**src/rtl/rgb_pwm_pkg.sv**
```systemverilog
// -----------------------------------------------------------------------------
// rgb_pwm_pkg
//   Shared types and defaults for the RGB PWM duty-cycle monitor.
//   - channel_e : index of the three colour channels inside channel vectors
//   - state_e   : window-sequencer states (synchroniser flush, measurement)
//   - PWM_PERIOD_DEF / SYNC_STAGES_DEF : default parameter values
// -----------------------------------------------------------------------------
package rgb_pwm_pkg;

    localparam int NUM_CH          = 3;
    localparam int PWM_PERIOD_DEF  = 1200;
    localparam int SYNC_STAGES_DEF = 2;

    typedef enum logic [1:0] {
        CH_R = 2'd0,
        CH_G = 2'd1,
        CH_B = 2'd2
    } channel_e;

    typedef enum logic {
        S_FLUSH   = 1'b0,
        S_MEASURE = 1'b1
    } state_e;

endpackage

```
**src/rtl/rgb_pwm_monitor_pwm_high_counter.sv**
```systemverilog
// -----------------------------------------------------------------------------
// pwm_high_counter
//   One colour channel of the monitor: input synchroniser, high-cycle
//   accumulator and the published duty register.
//
// Ports:
//   clk, rst_n   : system clock, asynchronous active-low reset
//   pwm          : raw PWM line (asynchronous to clk)
//   clear        : hold the accumulator at zero (synchroniser flush)
//   accumulate   : add the synchronised sample to the accumulator
//   latch        : last sample of the window; publish acc+sample, restart
//   duty         : high-cycle count of the last completed window
//   changed      : combinational; the value latch would publish differs
//                  from the current duty
// -----------------------------------------------------------------------------
module pwm_high_counter
    import rgb_pwm_pkg::*;
#(
    parameter int SYNC_STAGES = SYNC_STAGES_DEF,
    parameter int CNT_W       = 11
) (
    input  logic             clk,
    input  logic             rst_n,
    input  logic             pwm,
    input  logic             clear,
    input  logic             accumulate,
    input  logic             latch,
    output logic [CNT_W-1:0] duty,
    output logic             changed
);

    logic [SYNC_STAGES-1:0] sync_q;
    logic                   sample;
    logic [CNT_W-1:0]       acc_q;
    logic [CNT_W-1:0]       acc_sum;

    // Synchroniser chain; sync_q[0] is the metastability-exposed flop.
    always_ff @(posedge clk or negedge rst_n) begin
        if (!rst_n) begin
            sync_q <= '0;
        end else begin
            sync_q[0] <= pwm;
            for (int i = 1; i < SYNC_STAGES; i++) begin
                sync_q[i] <= sync_q[i-1];
            end
        end
    end

    assign sample  = sync_q[SYNC_STAGES-1];

    // The accumulator holds at most PWM_PERIOD-1 before the final add, so the
    // sum always fits in CNT_W bits and no saturation is required.
    assign acc_sum = acc_q + CNT_W'(sample);
    assign changed = (acc_sum != duty);

    always_ff @(posedge clk or negedge rst_n) begin
        if (!rst_n) begin
            acc_q <= '0;
            duty  <= '0;
        end else if (latch) begin
            // Publish including the window's final sample, then start fresh
            // so the next window begins with no dead cycle.
            duty  <= acc_sum;
            acc_q <= '0;
        end else if (clear) begin
            acc_q <= '0;
        end else if (accumulate) begin
            acc_q <= acc_sum;
        end
    end

endmodule

```
**src/rtl/rgb_pwm_monitor.sv**
```systemverilog
// -----------------------------------------------------------------------------
// rgb_pwm_monitor
//   Measures the duty cycle of the three RGB PWM lines as a count of sampled
//   high cycles per fixed window of PWM_PERIOD clocks. Windows run back to
//   back; each completed window produces a one-cycle meas_valid strobe with
//   the new duty values and a flag telling whether any of them changed.
//
// Parameters:
//   PWM_PERIOD  : clocks per measurement window (>= 2), matches the driver
//   SYNC_STAGES : flops per input synchroniser (>= 1)
//   CNT_W       : derived counter width, not to be overridden
//
// Ports:
//   clk, rst_n          : system clock, asynchronous active-low reset
//   pwm_r/pwm_g/pwm_b   : PWM lines from the LED driver (asynchronous)
//   duty_r/duty_g/duty_b: high-cycle counts of the last window, 0..PWM_PERIOD
//   meas_valid          : duty_* were updated this cycle
//   meas_changed        : with meas_valid, some duty differs from before
//                         (always set on the first window after reset)
//   win_count           : number of completed windows, wraps at 16 bits
// -----------------------------------------------------------------------------
module rgb_pwm_monitor
    import rgb_pwm_pkg::*;
#(
    parameter  int PWM_PERIOD  = PWM_PERIOD_DEF,
    parameter  int SYNC_STAGES = SYNC_STAGES_DEF,
    localparam int CNT_W       = $clog2(PWM_PERIOD + 1)
) (
    input  logic             clk,
    input  logic             rst_n,
    input  logic             pwm_r,
    input  logic             pwm_g,
    input  logic             pwm_b,
    output logic [CNT_W-1:0] duty_r,
    output logic [CNT_W-1:0] duty_g,
    output logic [CNT_W-1:0] duty_b,
    output logic             meas_valid,
    output logic             meas_changed,
    output logic [15:0]      win_count
);

    localparam int               FL_W       = $clog2(SYNC_STAGES + 1);
    localparam logic [FL_W-1:0]  FLUSH_LAST = FL_W'(SYNC_STAGES - 1);
    localparam logic [CNT_W-1:0] WIN_LAST   = CNT_W'(PWM_PERIOD - 1);

    state_e           state_q;
    state_e           state_d;
    logic [FL_W-1:0]  flush_cnt_q;
    logic [FL_W-1:0]  flush_cnt_d;
    logic [CNT_W-1:0] win_cnt_q;
    logic [CNT_W-1:0] win_cnt_d;
    logic             clear;
    logic             accumulate;
    logic             win_end;
    logic             first_win_q;

    logic [NUM_CH-1:0] pwm_vec;
    logic [NUM_CH-1:0] changed_vec;
    logic [CNT_W-1:0]  duty_vec [NUM_CH];

    // ------------------------------------------------------------------
    // Window sequencer
    // ------------------------------------------------------------------
    always_ff @(posedge clk or negedge rst_n) begin
        if (!rst_n) begin
            state_q     <= S_FLUSH;
            flush_cnt_q <= '0;
            win_cnt_q   <= '0;
        end else begin
            state_q     <= state_d;
            flush_cnt_q <= flush_cnt_d;
            win_cnt_q   <= win_cnt_d;
        end
    end

    always_comb begin
        state_d     = state_q;
        flush_cnt_d = flush_cnt_q;
        win_cnt_d   = win_cnt_q;
        clear       = 1'b0;
        accumulate  = 1'b0;
        win_end     = 1'b0;

        case (state_q)
            S_FLUSH: begin
                // Let the synchronisers fill with real pin levels before
                // counting, so reset-time zeros never enter a window.
                clear     = 1'b1;
                win_cnt_d = '0;
                if (flush_cnt_q == FLUSH_LAST) begin
                    state_d     = S_MEASURE;
                    flush_cnt_d = '0;
                end else begin
                    flush_cnt_d = flush_cnt_q + FL_W'(1);
                end
            end
            S_MEASURE: begin
                accumulate = 1'b1;
                if (win_cnt_q == WIN_LAST) begin
                    win_end   = 1'b1;
                    win_cnt_d = '0;
                end else begin
                    win_cnt_d = win_cnt_q + CNT_W'(1);
                end
            end
            default: begin
                state_d     = S_FLUSH;
                flush_cnt_d = '0;
                win_cnt_d   = '0;
            end
        endcase
    end

    // ------------------------------------------------------------------
    // Per-channel counters, indexed by channel_e
    // ------------------------------------------------------------------
    assign pwm_vec[CH_R] = pwm_r;
    assign pwm_vec[CH_G] = pwm_g;
    assign pwm_vec[CH_B] = pwm_b;

    for (genvar ch = 0; ch < NUM_CH; ch++) begin : g_ch
        pwm_high_counter #(
            .SYNC_STAGES (SYNC_STAGES),
            .CNT_W       (CNT_W)
        ) u_cnt (
            .clk        (clk),
            .rst_n      (rst_n),
            .pwm        (pwm_vec[ch]),
            .clear      (clear),
            .accumulate (accumulate),
            .latch      (win_end),
            .duty       (duty_vec[ch]),
            .changed    (changed_vec[ch])
        );
    end

    assign duty_r = duty_vec[CH_R];
    assign duty_g = duty_vec[CH_G];
    assign duty_b = duty_vec[CH_B];

    // ------------------------------------------------------------------
    // Measurement strobe, change flag and window counter
    // ------------------------------------------------------------------
    always_ff @(posedge clk or negedge rst_n) begin
        if (!rst_n) begin
            meas_valid   <= 1'b0;
            meas_changed <= 1'b0;
            win_count    <= '0;
            first_win_q  <= 1'b1;
        end else begin
            meas_valid   <= win_end;
            // Gated by win_end so the flag is never set without the strobe.
            meas_changed <= win_end & ((|changed_vec) | first_win_q);
            if (win_end) begin
                win_count   <= win_count + 16'd1;
                first_win_q <= 1'b0;
            end
        end
    end

endmodule

```
**config.mk**
```make
export PLATFORM = sky130hd
export DESIGN_NAME = rgb_pwm_monitor
export DESIGN_NICKNAME = d
export VERILOG_FILES = /design/src/rtl/rgb_pwm_pkg.sv /design/src/rtl/rgb_pwm_monitor_pwm_high_counter.sv /design/src/rtl/rgb_pwm_monitor.sv
export SDC_FILE = /design/constraint.sdc
export NUM_CORES = 1
export LEC_CHECK = 0
export ABC_AREA = 0
export BUFFER_PORTS_ARGS = -buffer_cell sky130_fd_sc_hd__buf_2
export CAP_MARGIN = 15
export CORE_MARGIN = 10
export CORE_UTILIZATION = 63
export DETAILED_ROUTE_END_ITERATION = 16
export PLACE_DENSITY = 0.89
export SLEW_MARGIN = 0
export SYNTH_ARGS = -nofsm -noshare
export SYNTH_HDL_FRONTEND = slang
export SYNTH_SLANG_ARGS = --single-unit
```
**constraint.sdc**
```tcl
create_clock -name clk -period 5.3 [get_ports clk]
set_clock_uncertainty 0.05 [all_clocks]
set_input_delay 0 -clock clk [delete_from_list [all_inputs] [get_ports clk]]
set_output_delay 0 -clock clk [all_outputs]
set_load 0.01 [all_outputs]
```
==> impl_metrics.csv, run 1 <==
group,metric,value,unit
layout,final_util,71.6,%
synth,synth_cell_types,43,
worst_setup_path,path_max_fanout,3,
sta,hold_viol_final,0,
drt,viasPerCell,5.59,
clock_tree,clk_pin_slew_worst_paths,0.10,ns
global_route,grt_pass1_vias,3561,
synth,synth_warnings,0,
synth,avgSynthCellArea,10.6,um2
worst_setup_path,crit_path_frequent_cell,"ha_1",
drt,drt_wl_total,10.2,mm
layout,diodes,0,
synth,ys.flop_type,"dfrtp_1",
worst_setup_path,slowest_delay,0.54,ns
synth,synth_nets,475,
job,maxCapViolCount,0,
layout,finalNonFillerCells,625,
sta,relSlewSlack,43.1,%
clock_tree,cts.sinks,105,
pwr,powerDensity,337,nW/um2
drt,wire_per_inst,16.3,um
worst_setup_path,critical_path_buf_inv_count,0,
global_route,grt-ovfl-total,0,
sta,period_share,50.7,%
clock_tree,clk_path_buf_depth,2,
worst_setup_path,cp-end-kind,"register",
worst_setup_path,start_kind,"register",
layout,final_cell_mix,"dfrtp_1, nand2_1, buf_2",
floorplanning,die_w,108,um
clock_tree,clock_latency,0.38,ns
worst_setup_path,ff2ff_setup_slack,2.61,ns
status,status,"finished clean",
placement,dpl_cell_area,5240,um2
sta,setup_viol,0,
clock_tree,cts_tree,"built",
drt,drc_errors,0,
floorplanning,die-area,11700,um2
drt,drtPass1Iterations,4,
floorplanning,rows,32,
sta,period_needed,2.69,ns
layout,layout_commonest_cell,"dfrtp_1",
floorplanning,die_h,108,um
worst_setup_path,critPathKind,"register to register",
clock_tree,cts_buffers,9,
synth,syn-instance-count,460,
floorplanning,coreArea,7650,um2
placement,routabilityCongestion,0.841,
pwr,ir_drop,0.189,mV
synth,synth-async-reset-ratio,100,%
synth,synth-edff-count,0,
placement,io_buffers,55,
clock_tree,cts.htree.levels,3,
drt,drt_iter0_markers,186,
hold_path,hold_class,"input port to async pin",
layout,layout.nets,533,
clock_tree,cts_setup_buffers,0,
drt,ant_nets,0,
sta,slew_viol_final,0,
global_route,antenna_found_initial,0,
sta,timing.fmax,372,MHz
clock_tree,cts-root-buf,"clkbuf_8",
pwr,leakage,2.72,nW
global_route,grt_pass1_wl,17.4,mm
worst_setup_path,path_delay_family,"simple AND/OR/NAND/NOR gates",
worst_setup_path,critical_path_arrival,2.87,ns
sta,worst_slew_pin_slew,0.854,ns
sta,rsz0062_at_grt,"no",
layout,fin_area,5480,um2
layout,seq_area,2630,um2
worst_setup_path,required,5.48,ns
synth,ys_ff_latch,105,
global_route,gr-usage-all-layers,18.6,%
worst_setup_path,path_cells,"ha_1, ha_1, xnor2_1, xor2_1, nand4_1, or4_1, nor4_1, a41oi_1",
synth,synth_area,4880,um2
placement,hpwl,7.35,mm
synth,ys_seq_area_share,53.9,%
layout,synthToLayoutAreaGrowth,12.3,%
global_route,grt_max_degree,71,
placement,placed_cells,605,
layout,multi_input_area,2160,um2
layout,n_fill_cell,549,
worst_setup_path,cp_slowest_cell,"or4_1",
drt,vias,3494,
layout,drive_gt1_share,15.1,%
sta,tns,0,ns
floorplanning,ios,56,
floorplanning,start_util,63.8,%
## metrics by stage
step,hold slack (ns),power (mW),setup WS (ns)
4_1_cts,0.0631,1.86,2.61
3_3_place_gp,-0.0829,1.34,2.71
6_report,0.0543,1.85,2.61
3_5_place_dp,-0.0741,1.37,2.66
5_1_grt,0.0771,1.95,2.36
2_1_floorplan,-0.346,1.25,2.86
## final cells by class
class                           instances  area share [%]
Clock buffer                           10            2.51
Clock inverter                          6            1.03
Inverter                                8           0.548
Multi-Input combinational cell        332            39.4
Sequential cell                       105            48.0
Tap cell                              102            2.33
Timing Repair Buffer                   62            6.21
## registers in the layout (all words and copies together), names as in the netlist
register,count
first_win_q,1
flush_cnt_q,2
g_ch.u_cnt.acc_q,33
g_ch.u_cnt.duty,33
g_ch.u_cnt.sync_q,6
meas_changed,1
meas_valid,1
state_q,1
win_cnt_q,11
win_count,16
## worst reg2reg max path: stages, from the launching register on
cell and delay (ns):
dfrtp_1 0.38, ha_1 0.22, ha_1 0.23, xnor2_1 0.32, xor2_1 0.21, nand4_1 0.13
or4_1 0.54, nor4_1 0.32, a41oi_1 0.15
## layer usage
metal | share of wire, % | vias up | GRT usage (%) | wire length (um)
met5 | 0 | - | 0 | 0
met4 | 2.2 | 0 | 6.58 | 228
met3 | 4.6 | 24 | 5.29 | 466
met2 | 51 | 78 | 30.9 | 5220
met1 | 42 | 1717 | 22.6 | 4310
li1 | - | 1675 | - | -
## cells in the mapped netlist (2+ instances only)
| master | instances | area (um2) |
|---|---|---|
| xnor3_1 | 7 | 158 |
| nor2b_1 | 2 | 12.5 |
| nor4_1 | 3 | 18.8 |
| dfrtp_1 | 104 | 2600 |
| buf_2 | 2 | 10.0 |
| o22ai_1 | 2 | 12.5 |
| clkbuf_1 | 12 | 45.0 |
| and3_1 | 13 | 81.3 |
| ha_1 | 10 | 125 |
| nand3_1 | 18 | 90.1 |
| xor2_1 | 34 | 298 |
| nor3_1 | 7 | 35.0 |
| and4_1 | 5 | 43.8 |
| nand4_1 | 16 | 100 |
| nor3b_1 | 2 | 15.0 |
| xnor2_1 | 41 | 359 |
| nand2_1 | 70 | 263 |
| inv_1 | 8 | 30.0 |
| a21oi_1 | 2 | 10.0 |
| nor2_1 | 48 | 180 |
| o21ai_0 | 31 | 155 |
| or4_1 | 2 | 15.0 |
## path summary, 6_finish.rpt
path / to / cells after the start / start
max in group asynchronous: g_ch[1].u_cnt.sync_q[0]$_DFF_PN0_ / 3 / rst_n
worst min-delay path: state_q$_DFF_PN0_ / 2 / rst_n
worst max-delay path: meas_changed$_DFF_PN0_ / 8 / g_ch[1].u_cnt.acc_q[0]$_DFF_PN0_
min in group clk: g_ch[0].u_cnt.sync_q[0]$_DFF_PN0_ / 2 / pwm_r
worst max register to register: meas_changed$_DFF_PN0_ / 8 / g_ch[1].u_cnt.acc_q[0]$_DFF_PN0_
worst min register to register: g_ch[0].u_cnt.sync_q[1]$_DFF_PN0_ / 0 / g_ch[0].u_cnt.sync_q[0]$_DFF_PN0_
## power breakdown
group / switching, mW / leakage, nW / total (mW) / internal [mW]
combinational: 0.213 / 1.23 / 0.387 / 0.175
sequential: 0.0960 / 1.39 / 0.974 / 0.878
clock: 0.289 / 0.103 / 0.485 / 0.195
## timing repair
action	4_1_cts	5_1_grt
hold buffers	4	0
hold endpoints to repair	38	0
resized for setup	0	0
## logic make-up after synthesis
group	Yosys count	share of synthesized area, %
and+or+nand+nor	194	19.0
AOI/OAI and AO/OA	44	5.26
xor gates and xnor gates	83	17.2
DFF	105	53.9
buffers and inverters	23	1.90
muxes	1	0.205
adders and majority gates	10	2.57
Power figures use the tool's default switching activity.
==> run 2, diff against run 1 <==
CORE_UTILIZATION = 58   (was 63)
PLACE_DENSITY = 0.83   (was 0.89)
clock period = 2.7 ns   (was 5.3 ns; I/O delays follow)
==> impl_metrics.csv, run 2 (synthesized netlist as in run 1, its figures left out) <==
group,metric,value,unit
global_route,grt_pass1_wl,17.4,mm
drt,ant_nets,0,
job,maxCapViolCount,0,
placement,placed_cells,610,
pwr,p_sw_share,30.9,%
worst_setup_path,worstSetupStartpoint,"g_ch[2].u_cnt.acc_q[0]$_DFF_PN0_",
floorplanning,die_h,112,um
worst_setup_path,rr_worst_depth,8,
drt,drt_wl_total,10.3,mm
sta,period_share,96.6,%
sta,worst_slew_pin_slew,0.695,ns
layout,n_fill_cell,640,
placement,dp_slack,0.0890,ns
global_route,gr-usage-all-layers,16.5,%
clock_tree,cts_tree,"built",
pwr,ir_drop,0.403,mV
sta,relSlewSlack,53.6,%
pwr,powerDensity,657,nW/um2
clock_tree,clk_pin_slew_worst_paths,0.10,ns
hold_path,hold_class,"input port to async pin",
drt,vias,3536,
placement,routabilityCongestion,0.856,
floorplanning,rows,33,
layout,fin_area,5520,um2
sta,setup_ws,0.0921,ns
clock_tree,cts.htree.levels,3,
floorplanning,ios,56,
drt,viasPerCell,5.61,
layout,seq_area,2630,um2
worst_setup_path,path_max_fanout,3,
layout,multi_input_area,2170,um2
pwr,power.switching,1.12,mW
clock_tree,cts_buffers,9,
layout,final_cell_mix,"dfrtp_1, nand2_1, buf_2",
worst_setup_path,critPathKind,"register to register",
layout,layout_commonest_cell,"dfrtp_1",
worst_setup_path,cp-end-kind,"register",
sta,rsz0062_at_grt,"no",
sta,timing.fmax,383,MHz
global_route,grt_pass1_vias,3639,
global_route,grt_max_degree,65,
sta,period_needed,2.61,ns
sta,tns,0,ns
worst_setup_path,r2r-end,"meas_changed$_DFF_PN0_",
pwr,power.total,3.63,mW
global_route,grt-ovfl-total,0,
status,status,"finished clean",
worst_setup_path,r2r-start,"g_ch[2].u_cnt.acc_q[0]$_DFF_PN0_",
sta,setup_viol,0,
clock_tree,clk_path_buf_depth,2,
drt,drtPass1Iterations,4,
worst_setup_path,required,2.86,ns
clock_tree,cts.sinks,105,
floorplanning,start_util,59.4,%
layout,finalNonFillerCells,630,
floorplanning,coreArea,8220,um2
layout,layout.nets,535,
placement,dpl_cell_area,5270,um2
pwr,power_frac_clock,26.1,%
pwr,leakage,2.72,nW
worst_setup_path,start_kind,"register",
layout,top_regs,"g_ch.u_cnt.acc_q: 33 flops, g_ch.u_cnt.duty: 33 flops, win_count: 16 flops",
clock_tree,cts-root-buf,"clkbuf_8",
placement,hpwl,7.48,mm
drt,drt_iter0_markers,136,
layout,diodes,0,
worst_setup_path,critical_path_arrival,2.77,ns
placement,io_buffers,55,
pwr,p_int,2.51,mW
layout,synthToLayoutAreaGrowth,13.2,%
global_route,antenna_found_initial,0,
drt,drc_errors,0,
layout,drive_gt1_share,15.2,%
pwr,power_frac_seq,53.0,%
clock_tree,clock_latency,0.36,ns
drt,wire_per_inst,16.3,um
sta,slew_viol_final,0,
pwr,pwr-share-comb,20.9,%
floorplanning,die-area,12500,um2
sta,hold_viol_final,0,
floorplanning,die_w,112,um
worst_setup_path,ff2ff_setup_slack,0.09,ns
## run 2: final cells by class
type	instances	share of cell area, %
flip-flops and latches	105	47.6
repair buffers	64	6.67
clock inverters	4	0.998
clock buffers	12	2.45
inverters	8	0.544
multi-input cells	332	39.3
well taps	105	2.38
## run 2: worst max path at each step
stage / endpoint / cells past startpoint
after floorplan: meas_changed$_DFF_PN0_ / 9
after CTS: meas_changed$_DFF_PN0_ / 8
final: meas_changed$_DFF_PN0_ / 8
after global placement: meas_changed$_DFF_PN0_ / 8
after detailed placement: meas_changed$_DFF_PN0_ / 8
after global routing: meas_changed$_DFF_PN0_ / 8
## run 2: worst max-delay path, stage by stage (launching register included)
cell	delay, ns
dfrtp_1	0.40
ha_1	0.20
ha_1	0.31
xor2_1	0.18
nor3_1	0.18
nand4_1	0.15
or4_1	0.56
nor4_2	0.29
a41oi_1	0.14
## run 2: through the flow
| step | util, % | hold slack, ns |
|---|---|---|
| 2_1_floorplan | - | -0.346 |
| 3_3_place_gp | 64.2 | 0.0351 |
| 3_5_place_dp | 64.2 | 0.0361 |
| 4_1_cts | 67.0 | 0.182 |
| 5_1_grt | 67.2 | 0.218 |
| 6_report | 67.2 | 0.163 |
## run 2: power groups by stage
stage	clock network [mW]	logic (mW)	registers, mW
finish	0.946	0.759	1.92
floorplan	0	0.582	1.88
detailed placement	0	0.739	1.94
CTS	0.972	0.749	1.91
global route	1.02	0.841	1.95
global placement	0	0.706	1.93
## run 2: metal layers
layer  vias to the layer above  global-route usage [%]  wire length, um
met4                         0                    3.51              110
met5                         -                       0                0
met2                        98                    28.4             5220
li1                       1674                       -                -
met3                        10                    4.62              557
met1                      1754                    20.1             4410
## run 2: repair_timing
action	4_1_cts	5_1_grt
endpoints found under the hold margin	56	0
buffers inserted	0	0
endpoints found under the setup margin	0	1
hold buffers	4	0
gates resized for setup	0	3
==> run 3, diff against run 2 <==
PLACE_DENSITY = 0.9   (was 0.83)
==> impl_metrics.csv, run 3 (synthesized netlist as in run 1, its figures left out) <==
group,metric,value,unit
placement,dp_slack,0.151,ns
global_route,grt-ovfl-total,0,
placement,placed_cells,609,
sta,period_needed,2.53,ns
drt,wire_per_inst,16.5,um
placement,dpl_cell_area,5280,um2
layout,n_fill_cell,608,
clock_tree,clk_path_buf_depth,2,
worst_setup_path,required,2.88,ns
pwr,power.switching,1.18,mW
layout,final_util,67.3,%
drt,drtPass1Iterations,4,
layout,finalNonFillerCells,629,
sta,slew_viol_final,0,
drt,drt_wl_total,10.4,mm
layout,seq_area,2630,um2
clock_tree,clk_pin_slew_worst_paths,0.11,ns
status,status,"finished clean",
worst_setup_path,path_max_fanout,4,
floorplanning,die_w,112,um
worst_setup_path,cp_slowest_cell,"or4_1",
pwr,pwr-share-comb,21.9,%
global_route,grt_pass1_wl,17.7,mm
placement,io_buffers,55,
floorplanning,start_util,59.4,%
pwr,p_int,2.43,mW
global_route,grt_pass1_vias,3645,
floorplanning,coreArea,8220,um2
layout,final_cell_mix,"dfrtp_1, nand2_1, buf_2",
worst_setup_path,critical_path_arrival,2.71,ns
sta,relSlewSlack,57.0,%
global_route,gr-usage-all-layers,16.9,%
worst_setup_path,path_delay_family,"simple AND/OR/NAND/NOR gates",
clock_tree,cts_tree,"built",
layout,diodes,0,
job,maxCapViolCount,0,
pwr,p_sw_share,32.7,%
global_route,antenna_found_initial,0,
layout,layout.nets,534,
worst_setup_path,path_cells,"ha_1, ha_1, and4_4, and4_1, o2bb2ai_1, or4_1, nor4_2, a41oi_1",
sta,whs,0.124,ns
worst_setup_path,critPathKind,"register to register",
drt,vias,3562,
worst_setup_path,start_kind,"register",
global_route,grt_max_degree,65,
sta,timing.fmax,395,MHz
clock_tree,cts_buffers,9,
drt,viasPerCell,5.66,
sta,worst_slew_pin_slew,0.645,ns
pwr,leakage,2.72,nW
layout,drive_gt1_share,16.0,%
pwr,power_frac_clock,25.0,%
pwr,ir_drop,0.375,mV
worst_setup_path,crit_path_frequent_cell,"ha_1",
sta,tns,0,ns
layout,fin_area,5530,um2
drt,drc_errors,0,
layout,layout_commonest_cell,"dfrtp_1",
sta,hold_viol_final,0,
sta,setup_ws,0.167,ns
clock_tree,clock_latency,0.38,ns
layout,synthToLayoutAreaGrowth,13.4,%
clock_tree,cts.htree.levels,3,
placement,hpwl,7.36,mm
drt,ant_nets,0,
sta,period_share,93.8,%
worst_setup_path,critical_path_buf_inv_count,0,
drt,drt_iter0_markers,148,
floorplanning,ios,56,
clock_tree,cts.sinks,105,
hold_path,hold_class,"input port to async pin",
floorplanning,die_h,112,um
pwr,powerDensity,654,nW/um2
placement,routabilityCongestion,0.848,
clock_tree,cts-root-buf,"clkbuf_8",
layout,top_regs,"g_ch.u_cnt.acc_q: 33 flops, g_ch.u_cnt.duty: 33 flops, win_count: 16 flops",
pwr,power_frac_seq,53.1,%
worst_setup_path,slowest_delay,0.54,ns
floorplanning,rows,33,
layout,multi_input_area,2190,um2
pwr,power.total,3.61,mW
floorplanning,die-area,12500,um2
sta,setup_viol,0,
worst_setup_path,cp-end-kind,"register",
## run 3: repair_timing
action                                  4_1_cts  5_1_grt
resized for setup                             0        4
endpoints found under the setup margin        0        1
hold endpoints to repair                     51        0
hold buffers                                  4        0
setup buffers                                 0        0
## run 3: final cells by class
class                   count  area share, %
multi-input cells         332           39.6
clock buffers               9           2.24
clock inverters             7          0.973
repair buffers             63           6.74
flip-flops and latches    105           47.5
well taps                 105           2.38
inverters                   8          0.543
## run 3: final timing paths
path	startpoint	endpoint	slack (ns)	cells after the start
setup / recovery	g_ch[2].u_cnt.acc_q[0]$_DFF_PN0_	meas_changed$_DFF_PN0_	0.17	8
hold / removal	rst_n	g_ch[0].u_cnt.acc_q[6]$_DFF_PN0_	0.12	2
min in group clk	pwm_b	g_ch[2].u_cnt.sync_q[0]$_DFF_PN0_	0.22	2
setup reg to reg	g_ch[2].u_cnt.acc_q[0]$_DFF_PN0_	meas_changed$_DFF_PN0_	0.17	8
max in group asynchronous	rst_n	win_cnt_q[7]$_DFF_PN0_	1.75	3
hold reg to reg	g_ch[2].u_cnt.sync_q[0]$_DFF_PN0_	g_ch[2].u_cnt.sync_q[1]$_DFF_PN0_	0.31	0
## run 3: power by group through the flow
stage	combinational [mW]	clock, mW	sequential [mW]
6_report	0.791	0.903	1.92
5_1_grt	0.890	0.970	1.95
3_3_place_gp	0.709	0	1.93
3_5_place_dp	0.740	0	1.94
4_1_cts	0.751	0.910	1.91
2_1_floorplan	0.582	0	1.88
## run 3: routing by layer
metal	part of all wire [%]	GRT usage [%]	routed length [um]	up-vias
li1	-	-	-	1677
met4	2.4	7.80	252	0
met2	50	28.1	5230	99
met3	5.3	3.49	550	20
met1	42	20.7	4360	1766
met5	0	0	0	-
